===== src/rtl/melody_sequencer.sv =====
// melody_sequencer: plays a 16-entry note/duration song table as timed notes for a tone generator
module melody_sequencer #(
    parameter int TICK_DIV  = 1000000,
    parameter int GAP_TICKS = 1
) (
    input  logic       clk,
    input  logic       rst,
    input  logic       wr_en,
    input  logic [3:0] wr_addr,
    input  logic [7:0] wr_data,
    input  logic       start,
    input  logic       stop,
    input  logic       loop,
    output logic [2:0] note,
    output logic       note_on,
    output logic       busy,
    output logic       done,
    output logic [3:0] cur_addr
);
    typedef enum logic [1:0] {IDLE, LOAD, PLAY, GAP} state_t;
    localparam int PW = (TICK_DIV > 1) ? $clog2(TICK_DIV) : 1;
    localparam int GW = $clog2(GAP_TICKS + 1);
    localparam int TW = (GW > 5) ? GW : 5;
    state_t        state_q, state_d;
    logic [3:0]    addr_q, addr_d;
    logic [PW-1:0] pre_q, pre_d;
    logic [TW-1:0] tick_q, tick_d;
    logic [2:0]    note_q, note_d;
    logic          note_on_q, note_on_d, done_q, done_d;
    logic [7:0]    mem [16];
    logic [7:0]    ent;
    logic          pre_wrap, last, advance, end_song;

    assign ent      = mem[addr_q];
    assign pre_wrap = pre_q == PW'(TICK_DIV - 1);
    assign note     = note_q;
    assign note_on  = note_on_q;
    assign done     = done_q;
    assign busy     = state_q != IDLE;
    assign cur_addr = addr_q;

    // Song table: writable only while idle, deliberately untouched by reset
    always_ff @(posedge clk)
        if (wr_en && state_q == IDLE) mem[wr_addr] <= wr_data;

    // Next state: segment timing, entry sequencing, end-of-song handling, stop override
    always_comb begin
        state_d   = state_q;
        addr_d    = addr_q;
        pre_d     = pre_wrap ? '0 : pre_q + PW'(1);
        tick_d    = tick_q + TW'(pre_wrap);
        note_d    = '0;
        note_on_d = 1'b0;
        done_d    = 1'b0;
        advance   = 1'b0;
        end_song  = 1'b0;
        last      = pre_wrap && (state_q == PLAY ? tick_q == TW'(ent[4:0] - 5'd1)
                                                 : tick_q == TW'(GAP_TICKS - 1));
        case (state_q)
            IDLE: begin
                pre_d  = '0;
                tick_d = '0;
                if (start) begin
                    state_d = LOAD;
                    addr_d  = '0;
                end
            end
            LOAD: begin
                pre_d  = '0;
                tick_d = '0;
                if (ent[4:0] == 5'd0) end_song = 1'b1;
                else begin
                    state_d   = PLAY;
                    note_d    = ent[7:5];
                    note_on_d = ent[7:5] != 3'd0;
                end
            end
            PLAY: begin
                if (!last) begin
                    note_d    = note_q;
                    note_on_d = note_on_q;
                end else if (GAP_TICKS == 0) advance = 1'b1;
                else begin
                    state_d = GAP;
                    pre_d   = '0;
                    tick_d  = '0;
                end
            end
            default: advance = last;
        endcase
        if (advance) begin
            if (addr_q == 4'd15) end_song = 1'b1;
            else begin
                state_d = LOAD;
                addr_d  = addr_q + 4'd1;
            end
        end
        if (end_song) begin
            state_d = loop ? LOAD : IDLE;
            addr_d  = '0;
            done_d  = !loop;
        end
        if (stop) begin
            state_d   = IDLE;
            addr_d    = '0;
            pre_d     = '0;
            tick_d    = '0;
            note_d    = '0;
            note_on_d = 1'b0;
            done_d    = 1'b0;
        end
    end

    // State and registered outputs, cleared asynchronously by reset
    always_ff @(posedge clk or negedge rst) begin
        if (!rst) begin
            state_q   <= IDLE;
            addr_q    <= '0;
            pre_q     <= '0;
            tick_q    <= '0;
            note_q    <= '0;
            note_on_q <= 1'b0;
            done_q    <= 1'b0;
        end else begin
            state_q   <= state_d;
            addr_q    <= addr_d;
            pre_q     <= pre_d;
            tick_q    <= tick_d;
            note_q    <= note_d;
            note_on_q <= note_on_d;
            done_q    <= done_d;
        end
    end
endmodule


===== config.mk =====
export PLATFORM = sky130hd
export DESIGN_NAME = melody_sequencer
export DESIGN_NICKNAME = d
export VERILOG_FILES = /design/src/rtl/melody_sequencer.sv
export SDC_FILE = /design/constraint.sdc
export NUM_CORES = 1
export LEC_CHECK = 0
export BUFFER_PORTS_ARGS = -buffer_cell sky130_fd_sc_hd__buf_2
export CORE_ASPECT_RATIO = 1.1
export CORE_MARGIN = 5
export CORE_UTILIZATION = 45
export DETAILED_ROUTE_END_ITERATION = 8
export HOLD_SLACK_MARGIN = 0.12
export PLACE_DENSITY = 0.65
export SETUP_SLACK_MARGIN = 0.1
export SLEW_MARGIN = 20
export SYNTH_ARGS = -nofsm -noshare
export SYNTH_HDL_FRONTEND = slang
export SYNTH_SLANG_ARGS = --single-unit

===== constraint.sdc =====
create_clock -name clk -period 3.8 [get_ports clk]
set_clock_uncertainty 0.15 [all_clocks]
set_input_delay 0.38 -clock clk [delete_from_list [all_inputs] [get_ports clk]]
set_output_delay 0.38 -clock clk [all_outputs]
set_load 0.05 [all_outputs]

After elaboration in Yosys (flattened, before gate mapping)
Memories as Yosys holds them, arrays and structs flattened.
Index checks and enable logic that the tools add are counted.

operators by class
  add/sub/neg operators = 4
  equal/unequal tests = 6
  mux-type cells = 40
  reduce and logical (&&, ||, !) cells = 10

operator list
  kind                                              number
  two-way mux 20 bit                                3
  one-hot mux 20 bit (2 select lines)               1
  two-way mux 4 bit                                 6
  adder 20 x 1 -> 20 bit, second input constant     1
  == test 20 bit, second input constant             1
  two-way mux 1 bit                                 14
  two-way mux 2 bit                                 7
  zero test 5 bit                                   2
  two-way mux 5 bit                                 2
  one-hot mux 5 bit (2 select lines)                1
  two-way mux 3 bit                                 3
  one-hot mux 2 bit (3 select lines)                1
  one-hot mux 3 bit (2 select lines)                1
  adder 5 x 1 -> 5 bit                              1
  == test 5 bit                                     1
  subtractor 5 x 1 -> 5 bit, second input constant  1
  adder 4 x 1 -> 4 bit, second input constant       1
  == test 4 bit, second input constant              1
  != test 3 bit, second input constant              1
  nonzero test 3 bit                                1
  OR reduction 3 bit                                1
  == test 2 x 1 -> 1 bit, second input constant     1
  == test 2 bit, second input constant              1
  logical AND 1 bit                                 2
  other kinds (5)                                   5

storage, ports and cells
  flip-flop bits (word level) = 36
  memory bits (writable) = 128
  input port bits = 18
  output and inout bits = 10
  logic and storage cells = 68
  memories kept = 1

memory list
  memory  words  width  read ports  clocked after memory_dff  write ports  line  source
  mem     16     8      1           0                         1            30    logic [7:0] mem [16];

Depth between registers and ports, before layout
Gate-level depths: netlist (run 1).
An unclocked memory read counts as a cell.

  depth after elaboration = 11
  mapped depth = 14
  gate-level depth less buffers = 11

Worst setup path before layout (run 1)
OpenSTA, ideal clock, no wires.

  path type = register -> register
  start = register addr_q[0], in the netlist cur_addr[0]
  end = register state_q[0]
  library setup time = 0.077 ns
  arrival = 3.310 ns
  required time = 3.573 ns
  path slack = 0.263 ns
  cell stages (with the launch flop) = 15
  path buffers = 3
  clock period less this slack = 3.537 ns
  cells stage by stage = dfrtp_1 buf_6 buf_6 buf_4 mux4_2 a22oi_1 nand2_1 inv_1 ha_1 xor2_1 nand4b_1 mux2i_1 o2111ai_1 a311o_1 a21oi_1

on the way
  longest elaborated chain between the ends = 11
  elaborated cells between the ends (all ways) = 19
  classes of those cells = add/sub: 1; eq/ne: 2; mux: 13; reduce/logical: 2; memory: 1

ends and longest elaborated chain
  item                                line  source
  start: declaration                  25    logic [3:0] addr_q, addr_d;
  start signal: assignment            126   addr_q <= addr_d;
  memory (16 x 8 bit)                 n/a
  subtractor 5 x 1 -> 5 bit           57    last = pre_wrap && (state_q == PLAY ? tick_q == TW'(ent[4:0] - 5'd1)
  == test 5 bit                       57
  two-way mux 1 bit                   57
  logical AND 1 bit                   57
  two-way mux 2 bit                   79    if (!last) begin
  one-hot mux 2 bit (3 select lines)  59    case (state_q)
  two-way mux 2 bit                   92    if (addr_q == 4'd15) end_song = 1'b1;
  two-way mux 2 bit                   91    if (advance) begin
  two-way mux 2 bit (*)               98    if (end_song) begin
  two-way mux 2 bit (*)               103   if (stop) begin
  named net state_d[0]                24    state_t state_q, state_d;
  end signal: assignment              125   state_q <= state_d;
  end: declaration                    24

The timed path passes the listed nets; every way through them passes the cells marked *.
A chain may end at the register's enable or synchronous reset.

Final worst setup path (run 1)
  start = register addr_q[0], in the netlist cur_addr[0]
  end = register done_q, in the netlist done

on the way
  longest elaborated chain between the ends = 9
  elaborated cells between the ends (all ways) = 14
  classes of those cells = add/sub: 1; eq/ne: 2; mux: 8; reduce/logical: 2; memory: 1

ends and longest elaborated chain
  item                       line  source
  memory (16 x 8 bit)        n/a
  subtractor 5 x 1 -> 5 bit  57
  == test 5 bit              57
  two-way mux 1 bit          57
  logical AND 1 bit          57
  two-way mux 1 bit          59
  two-way mux 1 bit (*)      91
  two-way mux 1 bit (*)      98
  two-way mux 1 bit (*)      103
  named net done_d           29    logic note_on_q, note_on_d, done_q, done_d;
  end signal: assignment     131   done_q <= done_d;
  end: declaration           29

Marks and branches as above.

==> qor.yml, run 1 <==
ir_drop_v: 0.000294
vias: 3721
diodes: 0
dieHeight_um: 139
clkPwrFrac_pct: 45.5
tns_ns: 0
cts_buffers: 17
initial_core_util_pct: 45.7
wl_per_cell_um: 20.0
hold_viol_final: 0
syn_nets: 434
syn2layout_area_growth_pct: 16.7
worst-path-max-fanout: 26
grt_pass1_wl_um: 22000
arrival_ns: 3.68
ioPinCount: 28
cts.sinks: 164
dp_hpwl_um: 9270
maxSlewHeadroom_pct: 45.9
p_sw_share_pct: 20.6
internal-power_mw: 3.03
grt_usage_pct: 16.6
grt-ovfl-total: 0
synth_most_common_cell: "edfxtp_1"
htree_levels: 4
ctsLongestPathBuffers: 2
die_w_um: 128
grt_max_degree: 37
dieArea_mm2: 0.0178
p_comb_share_pct: 3.0
cap_violations: 0
routabilityCongestion: 0.777
finalSetupViolations: 0
post-route-util_pct: 53.3
yosys_warnings: 0
status: "completed"
p_switching_mw: 0.786
power_density_mw_per_mm2: 477
cts_root_buf: "clkbuf_16"
drive_gt1_share_pct: 25.2
synth_area_mm2: 0.00685
synth_ff_type: "edfxtp_1"
syn_area_per_cell_um2: 16.7
drc: 0
ys_async_sr_fraction_pct: 22.0
end_kind: "flop"
wl_um: 13600
nNetsFinal: 495
critical_path_class: "reg2reg"
hp-class: "in2reg"
yosysTopAreaCell: "edfxtp_1"
yosys-top-cells-count: "edfxtp_1 (128), nor2_1 (47), mux4_2 (37), dfrtp_1 (36), nand2_1 (17)"
synth_seq_cells: 164
via_per_inst: 5.46
ant_nets: 0
min_period_over_period_pct: 91.6
power.leakage_nw: 2.80
rsz0062_at_grt: "false"
max_clock_freq_mhz: 287
yosysSeqAreaShare_pct: 69.2
core.rowCount: 47
cp.required_ns: 4.01
final_max_slew_viol_count: 0
post_synth_num_cell_types: 45
setup.worst_path.start_class: "flop"
grt_pass1_vias: 3856
core-area_mm2: 0.0150
ctsResizeCount: 0
seq_power_share_pct: 51.6
antenna_found_initial: 1
cts_tree: "done"
tightest_slew_ns: 0.811
syn_inst: 411
path_clk_slew_ns: 0.06
min_period_ns: 3.48
drtIter0Drc: 374
synth_area_leaders: "edfxtp_1 (56%), dfrtp_1 (13%), mux4_2 (12%)"
synth-edff-count: 128
yosysTopAreaCellShare_pct: 56.1
clock_latency_ns: 0.42
port_buffers: 27
firstDrtPassIters: 4
[critical path, cell delays in order (launching register included)]
cell,delay [ns]
dfrtp_2,0.37
buf_12,0.21
mux4_2,0.52
a22oi_1,0.22
nand2_1,0.14
inv_1,0.09
ha_1,0.19
and4b_1,0.29
nand2b_1,0.12
o22ai_1,0.29
nor3b_1,0.23
dlygate4sd3_1,0.56
[per-layer routing]
layer  up-vias  track usage (%)  share of wire, %  wire [um]
met1      1895             23.0                44       6010
met3        13             4.48               5.1        700
met5         -                0             0.095         13
met4         2             5.14              0.83        113
met2        88             25.9                50       6800
li1       1723                -                 -          -
[repair_timing]
| item | in CTS | in global routing |
|---|---|---|
| endpoints found under the setup margin | 0 | 0 |
| hold endpoints to repair | 40 | 0 |
| buffers inserted | 0 | 0 |
| hold buffers | 4 | 0 |
[logic make-up after synthesis]
family	after synthesis	synth area share [%]
simple gates	128	9.42
fa+ha+maj	5	0.913
xor+xnor	27	3.56
buf+inv	20	1.42
compound gates	28	2.99
flops	164	69.2
mux	39	12.5
[sequential cells by signal, indices dropped and copies added, names as in the netlist]
| signal | count |
|---|---|
| mem | 128 |
| pre_q | 20 |
| tick_q | 5 |
| cur_addr | 4 |
| note | 3 |
| state_q | 2 |
| done | 1 |
| note_on | 1 |
[placed cells by master, fill, tap and decap left out, types with 4 or more instances in the layout]
master	count
edfxtp_1	128
ha_1	5
a21oi_1	7
buf_2	27
nand3_1	13
inv_1	8
xor2_1	15
or3_1	4
a22oi_1	6
xnor2_1	11
nand2b_1	5
a22o_1	4
and3_1	5
dfrtp_1	35
clkinv_4	5
nor2_1	47
dlygate4sd3_1	4
nand4b_1	4
clkbuf_16	17
mux4_2	37
buf_4	22
nand2_1	17
nor3_1	9
[final cells by class]
type,instances,area [um2]
multi-input cells,227,2010
repair buffers,54,360
clock buffers,17,425
fillers,1200,7000
inverters,8,30.0
flip-flops and latches,164,4750
well taps,196,245
clock inverters,15,183
[path summary, 6_finish.rpt]
check                             from  slack [ns]  cells after the start          end
min                         wr_data[5]        0.18                      1    mem[3][5]
min in group asynchronous          rst        0.44                      2    pre_q[11]
min reg2reg                   pre_q[0]        0.34                      1     pre_q[0]
max reg2reg                cur_addr[0]        0.32                     11         done
max in group asynchronous          rst        2.50                      2  cur_addr[0]
max                        cur_addr[0]        0.32                     11         done
[power groups by stage]
stage	Clock, mW	Combinational [mW]	Sequential (mW)
2_1_floorplan	0	0.0452	2.01
3_3_place_gp	0	0.107	2.00
3_5_place_dp	0	0.112	2.00
4_1_cts	1.77	0.114	1.97
5_1_grt	1.85	0.125	1.97
6_report	1.73	0.113	1.97
[metrics by stage]
step / worst slack (ns) / cell area [um2] / hold WS, ns / std cells / power (mW)
after floorplan: 0.263 / 6850 / -0.0656 / 411 / 2.05
after global placement: 0.692 / 7350 / 0.333 / 645 / 2.11
after detailed placement: 0.575 / 7350 / 0.334 / 645 / 2.12
after CTS: 0.331 / 8000 / 0.157 / 681 / 3.85
after global routing: 0.146 / 8000 / 0.172 / 681 / 3.95
final: 0.321 / 8000 / 0.178 / 681 / 3.81
No activity file was read; power rests on OpenSTA's default activity.
==> inputs of run 2 (changes only) <==
CORE_UTILIZATION = 25   (was 45)
PLACE_DENSITY = 0.47   (was 0.65)
==> qor.yml, run 2 (same netlist as run 1, synthesis figures left out) <==
holdPathEnd: "mem[10][5]"
maxSlewHeadroom_pct: 41.2
crit_chain: "buf_12 -> mux4_2 -> mux4_2 -> and4b_2 -> nand2b_1 -> o22ai_2 -> buf_4 -> nor3b_1 -> dlygate4sd3_1"
hp-class: "in2reg"
finalSetupViolations: 0
clock_latency_ns: 0.42
worstHoldStart: "wr_data[5]"
tns_ns: 0
dp_hpwl_um: 10400
grt_usage_pct: 10.4
end_kind: "flop"
pre_cts_ws_ns: 0.420
nFillCells: 2643
die_w_um: 168
syn2layout_area_growth_pct: 21.3
dieHeight_um: 184
cpPeakStageDelay_ns: 0.56
drtIter0Drc: 225
ir_drop_v: 0.000208
top_register: "mem"
status: "completed"
rsz0062_at_grt: "false"
hold_viol_final: 0
p_sw_share_pct: 20.9
internal-power_mw: 3.03
routabilityCongestion: 0.721
cpMostUsedCell: "mux4_2"
reg2reg_to: "done"
cts.sinks: 164
cts_root_buf: "clkbuf_16"
grt_pass1_vias: 3982
crit_path_top_delay_cell: "dlygate4sd3_1"
holdPathStages: 1
dieArea_mm2: 0.0308
seq_power_share_pct: 51.3
min_period_ns: 3.52
htree_levels: 4
worst-path-max-fanout: 9
grt-ovfl-total: 0
nNetsFinal: 505
drc: 0
drive_gt1_share_pct: 27.1
vias: 3795
arrival_ns: 3.73
reg_top3: "mem x128, pre_q x20, tick_q x5"
cp.required_ns: 4.01
post-route-util_pct: 30.7
firstDrtPassIters: 5
min_period_over_period_pct: 92.7
wl_per_cell_um: 18.2
ctsLongestPathBuffers: 2
hold_slack_ns: 0.181
core.rowCount: 63
r2r_setup_slack_ns: 0.28
clkPwrFrac_pct: 45.6
grt_pass1_wl_um: 24100
critical_path_class: "reg2reg"
largest_reg_flops: 128
wl_um: 15500
r2r_start: "cur_addr[0]"
rr_worst_depth: 9
p_comb_share_pct: 3.1
final_max_slew_viol_count: 0
cts_tree: "done"
path_clk_slew_ns: 0.06
power.leakage_nw: 2.85
max_clock_freq_mhz: 284
diodes: 0
final_common_cell: "edfxtp_1"
antenna_found_initial: 0
cts_buffers: 17
via_per_inst: 4.46
tightest_slew_ns: 0.882
port_buffers: 27
cap_violations: 0
setup_ws_ns: 0.276
ant_nets: 0
power_density_mw_per_mm2: 461
core-area_mm2: 0.0270
layout.cells.most_common_list: "edfxtp_1 (128), nor2_1 (47), mux4_2 (37), dfrtp_1 (35), buf_4 (30)"
ioPinCount: 28
p_switching_mw: 0.799
initial_core_util_pct: 25.3
grt_max_degree: 37
setup.worst_path.start_class: "flop"
run 2: changes by cell type in the layout (fill, tap and decap cells not counted), moves of 2 or more:
cell      previous run  this run
buf_4               22        30
buf_12               1         3
inv_6                1         4
clkinv_4             5         0
run 2: critical path: cells and delay by family (launching register included):
family / cells / cell delay [ns]
multiplexers: 2 / 1.04
buffers and inverters: 3 / 0.90
flip-flops: 1 / 0.50
AO/OA/AOI/OAI: 1 / 0.21
AND/OR/NAND/NOR: 3 / 0.64
run 2: how the worst max path moves through the flow:
stage | cells after the start | endpoint | slack [ns] | start
2_1_floorplan | 14 | state_q[0] | 0.26 | cur_addr[0]
5_1_grt | 12 | done | 0.10 | cur_addr[0]
3_3_place_gp | 12 | tick_q[2] | 0.58 | cur_addr[0]
6_report | 9 | done | 0.28 | cur_addr[0]
4_1_cts | 12 | done | 0.16 | cur_addr[0]
3_5_place_dp | 11 | note_on | 0.42 | cur_addr[0]
run 2: layout make-up:
cell class              instances  area [um2]  area share, %
clock buffers                  18         429           5.16
inverters                       8        30.0          0.361
multi-input cells             227        2030           24.4
flip-flops and latches        164        4750           57.1
repair buffers                 64         460           5.54
well taps                     357         447           5.38
clock inverters                13         171           2.06
run 2: per-stage QoR:
stage / std cells / cell area (um2) / power [mW]
2_1_floorplan: 411 / 6850 / 2.05
3_3_place_gp: 809 / 7580 / 2.12
3_5_place_dp: 809 / 7580 / 2.12
4_1_cts: 844 / 8220 / 3.88
5_1_grt: 851 / 8310 / 3.97
6_report: 851 / 8310 / 3.83
run 2: power by group through the flow:
| stage | sequential, mW | combinational, mW | clock, mW |
|---|---|---|---|
| global placement | 2.00 | 0.114 | 0 |
| global route | 1.97 | 0.131 | 1.87 |
| CTS | 1.97 | 0.121 | 1.79 |
| detailed placement | 2.00 | 0.118 | 0 |
| floorplan | 2.01 | 0.0452 | 0 |
| finish | 1.97 | 0.117 | 1.75 |
run 2: what timing repair did:
action                                  CTS  global route
gates resized for setup                   0            10
hold buffers                              4             0
endpoints found under the setup margin    0             1
setup buffers                             0             7
endpoints found under the hold margin    40             0
run 2: per-layer routing:
metal	GRT usage, %	routed length [um]	vias up
met5	0	0	-
met4	3.25	227	0
met3	2.58	616	19
met2	17.9	8080	75
met1	13.0	6570	1958
li1	-	-	1743
==> inputs of run 3 (changes only) <==
ABC_AREA = 1   (was not set)
CORE_MARGIN = 1   (was 5)
==> qor.yml, run 3 <==
status: "completed"
cts_buffers: 17
highest_layer: "met4"
clock_latency_ns: 0.43
nFillCells: 2982
die_w_um: 167
top_register: "mem"
min_period_ns: 3.20
critical_path_class: "reg2reg"
seqCellArea_mm2: 0.00475
syn2layout_area_growth_pct: 15.9
post_cts_buffers: 0
ctsLongestPathBuffers: 2
cap_violations: 0
largest_reg_flops: 128
synth_most_common_cell: "nand2_1"
maxSlewHeadroom_pct: 40.4
grt_pass1_vias: 4915
cts_root_buf: "clkbuf_16"
via_per_inst: 4.47
arrival_ns: 3.36
ys_async_sr_fraction_pct: 22.0
min_period_over_period_pct: 84.3
yosys_warnings: 0
port_buffers: 27
path_clk_slew_ns: 0.08
hold_slack_ns: 0.207
power.total_mw: 3.87
vias: 5159
wl_um: 18300
core-area_mm2: 0.0290
cp.required_ns: 3.96
holdBufCountCts: 3
syn_nets: 762
final_max_slew_viol_count: 0
yosysSeqAreaShare_pct: 63.6
yosysTopAreaCellShare_pct: 51.5
end_kind: "flop"
power_density_mw_per_mm2: 448
drtIter0Drc: 426
wl_per_cell_um: 15.9
wl_met2_um: 8420
grt_usage_pct: 12.6
htree_levels: 4
tightest_slew_ns: 0.891
yosysTopAreaCell: "edfxtp_1"
max_clock_freq_mhz: 312
firstDrtPassIters: 6
pre_cts_ws_ns: 0.614
drive_gt1_share_pct: 12.0
multiInputGateArea_mm2: 0.00224
synth-edff-count: 128
core.rowCount: 65
yosys-top-cells-count: "nand2_1 (159), edfxtp_1 (128), nor2_1 (90), nand3_1 (78), inv_1 (75)"
synth_area_mm2: 0.00746
met3_length_um: 857
tns_ns: 0
rsz0062_at_grt: "false"
ant_nets: 0
dieArea_mm2: 0.0305
final_common_cell: "nand2_1"
power.leakage_nw: 3.41
nNetsFinal: 795
grt_pass1_wl_um: 28800
routabilityCongestion: 0.767
reg_top3: "mem x128, pre_q x20, tick_q x5"
synth_seq_cells: 164
hp-class: "in2reg"
dp_hpwl_um: 11900
diodes: 0
setup.worst_path.start_class: "flop"
ir_drop_v: 0.000301
setup_ws_ns: 0.597
synth_area_leaders: "edfxtp_1 (52%), dfrtp_1 (12%), nand2_1 (8.0%)"
ctsResizeCount: 0
antenna_found_initial: 0
hold_viol_final: 0
post_synth_num_cell_types: 39
wl_met1_um: 8860
ioPinCount: 28
syn_area_per_cell_um2: 10.1
syn_inst: 739
layout.cells.most_common_list: "nand2_1 (159), edfxtp_1 (128), nor2_1 (90), nand3_1 (78), inv_1 (75)"
cts.sinks: 164
finalSetupViolations: 0
cts_tree: "done"
synth_ff_type: "edfxtp_1"
post-route-util_pct: 29.8
dieHeight_um: 183
grt-ovfl-total: 0
grt_max_degree: 64
initial_core_util_pct: 25.7
drc: 0
worst-path-max-fanout: 63
-- run 3: changes by cell type after synthesis, sizes merged, moves of 6 or more --
| cell | previous run | this run |
|---|---|---|
| xor2 | 15 | 7 |
| nand3 | 13 | 84 |
| nand4 | 3 | 12 |
| o22ai | 1 | 14 |
| o21ai | 2 | 40 |
| inv | 8 | 80 |
| mux4 | 37 | 0 |
| nand2 | 17 | 163 |
| a22oi | 6 | 0 |
| clkbuf | 4 | 11 |
| nor2 | 47 | 93 |
| xnor2 | 12 | 0 |
| buf | 8 | 15 |
-- run 3: stage by stage --
step | instance area, um2 | cells
floorplan | 7460 | 739
global placement | 7990 | 1118
detailed placement | 7990 | 1118
CTS | 8650 | 1153
global route | 8650 | 1153
finish | 8650 | 1153
-- run 3: critical path, cell delays in order, from the launching register on --
cell and delay, ns:
dfrtp_2 0.51, inv_6 0.39, nand2_1 0.10, nand2_1 0.08, nand2_1 0.05, nand3_1 0.09
nand3_1 0.14, nand2_1 0.13, inv_2 0.05, ha_1 0.29, xor2_1 0.13, nand2_1 0.06
nor2_1 0.09, nand3_1 0.12, nor2_4 0.14, nand2_2 0.08, o21ai_2 0.15, nand2_1 0.14
nor3b_2 0.18
-- run 3: kinds of logic after synthesis --
family	count (synthesis)	share of synthesized area, %
AOI/OAI and AO/OA	75	5.67
xor gates and xnor gates	7	0.822
adders and majority gates	5	0.838
buffers and inverters	108	6.34
DFF	164	63.6
and+or+nand+nor	380	22.8
-- run 3: cell type report --
type                    count  area share (%)
flip-flops and latches    164            54.9
multi-input cells         467            26.0
well taps                 368            5.32
clock buffers              17            4.92
inverters                  82            3.62
repair buffers             40            2.92
clock inverters            15            2.39
-- run 3: routing by layer --
| layer | vias up | track usage [%] |
|---|---|---|
| met3 | 15 | 2.35 |
| met1 | 2473 | 17.3 |
| met2 | 93 | 20.1 |
| met5 | - | 0 |
| met4 | 0 | 3.96 |
| li1 | 2578 | - |
-- run 3: final timing paths --
check                              endpoint  depth (start not counted)         from  slack (ns)
worst max-delay path              tick_q[4]                         18  cur_addr[0]        0.60
worst min-delay path             mem[13][6]                          1   wr_data[6]        0.21
worst max register to register    tick_q[4]                         18  cur_addr[0]        0.60
worst min register to register     pre_q[0]                          1     pre_q[0]        0.33
max in group asynchronous       cur_addr[0]                          2          rst        2.47
min in group asynchronous         pre_q[17]                          2          rst        0.44
-- run 3: report_power, final --
group	internal, mW	total (mW)	leakage [nW]	switching [mW]
Sequential	1.95	1.96	1.65	0.00634
Clock	0.957	1.80	0.302	0.841
Combinational	0.0244	0.116	1.45	0.0911
Total	2.94	3.87	3.41	0.938
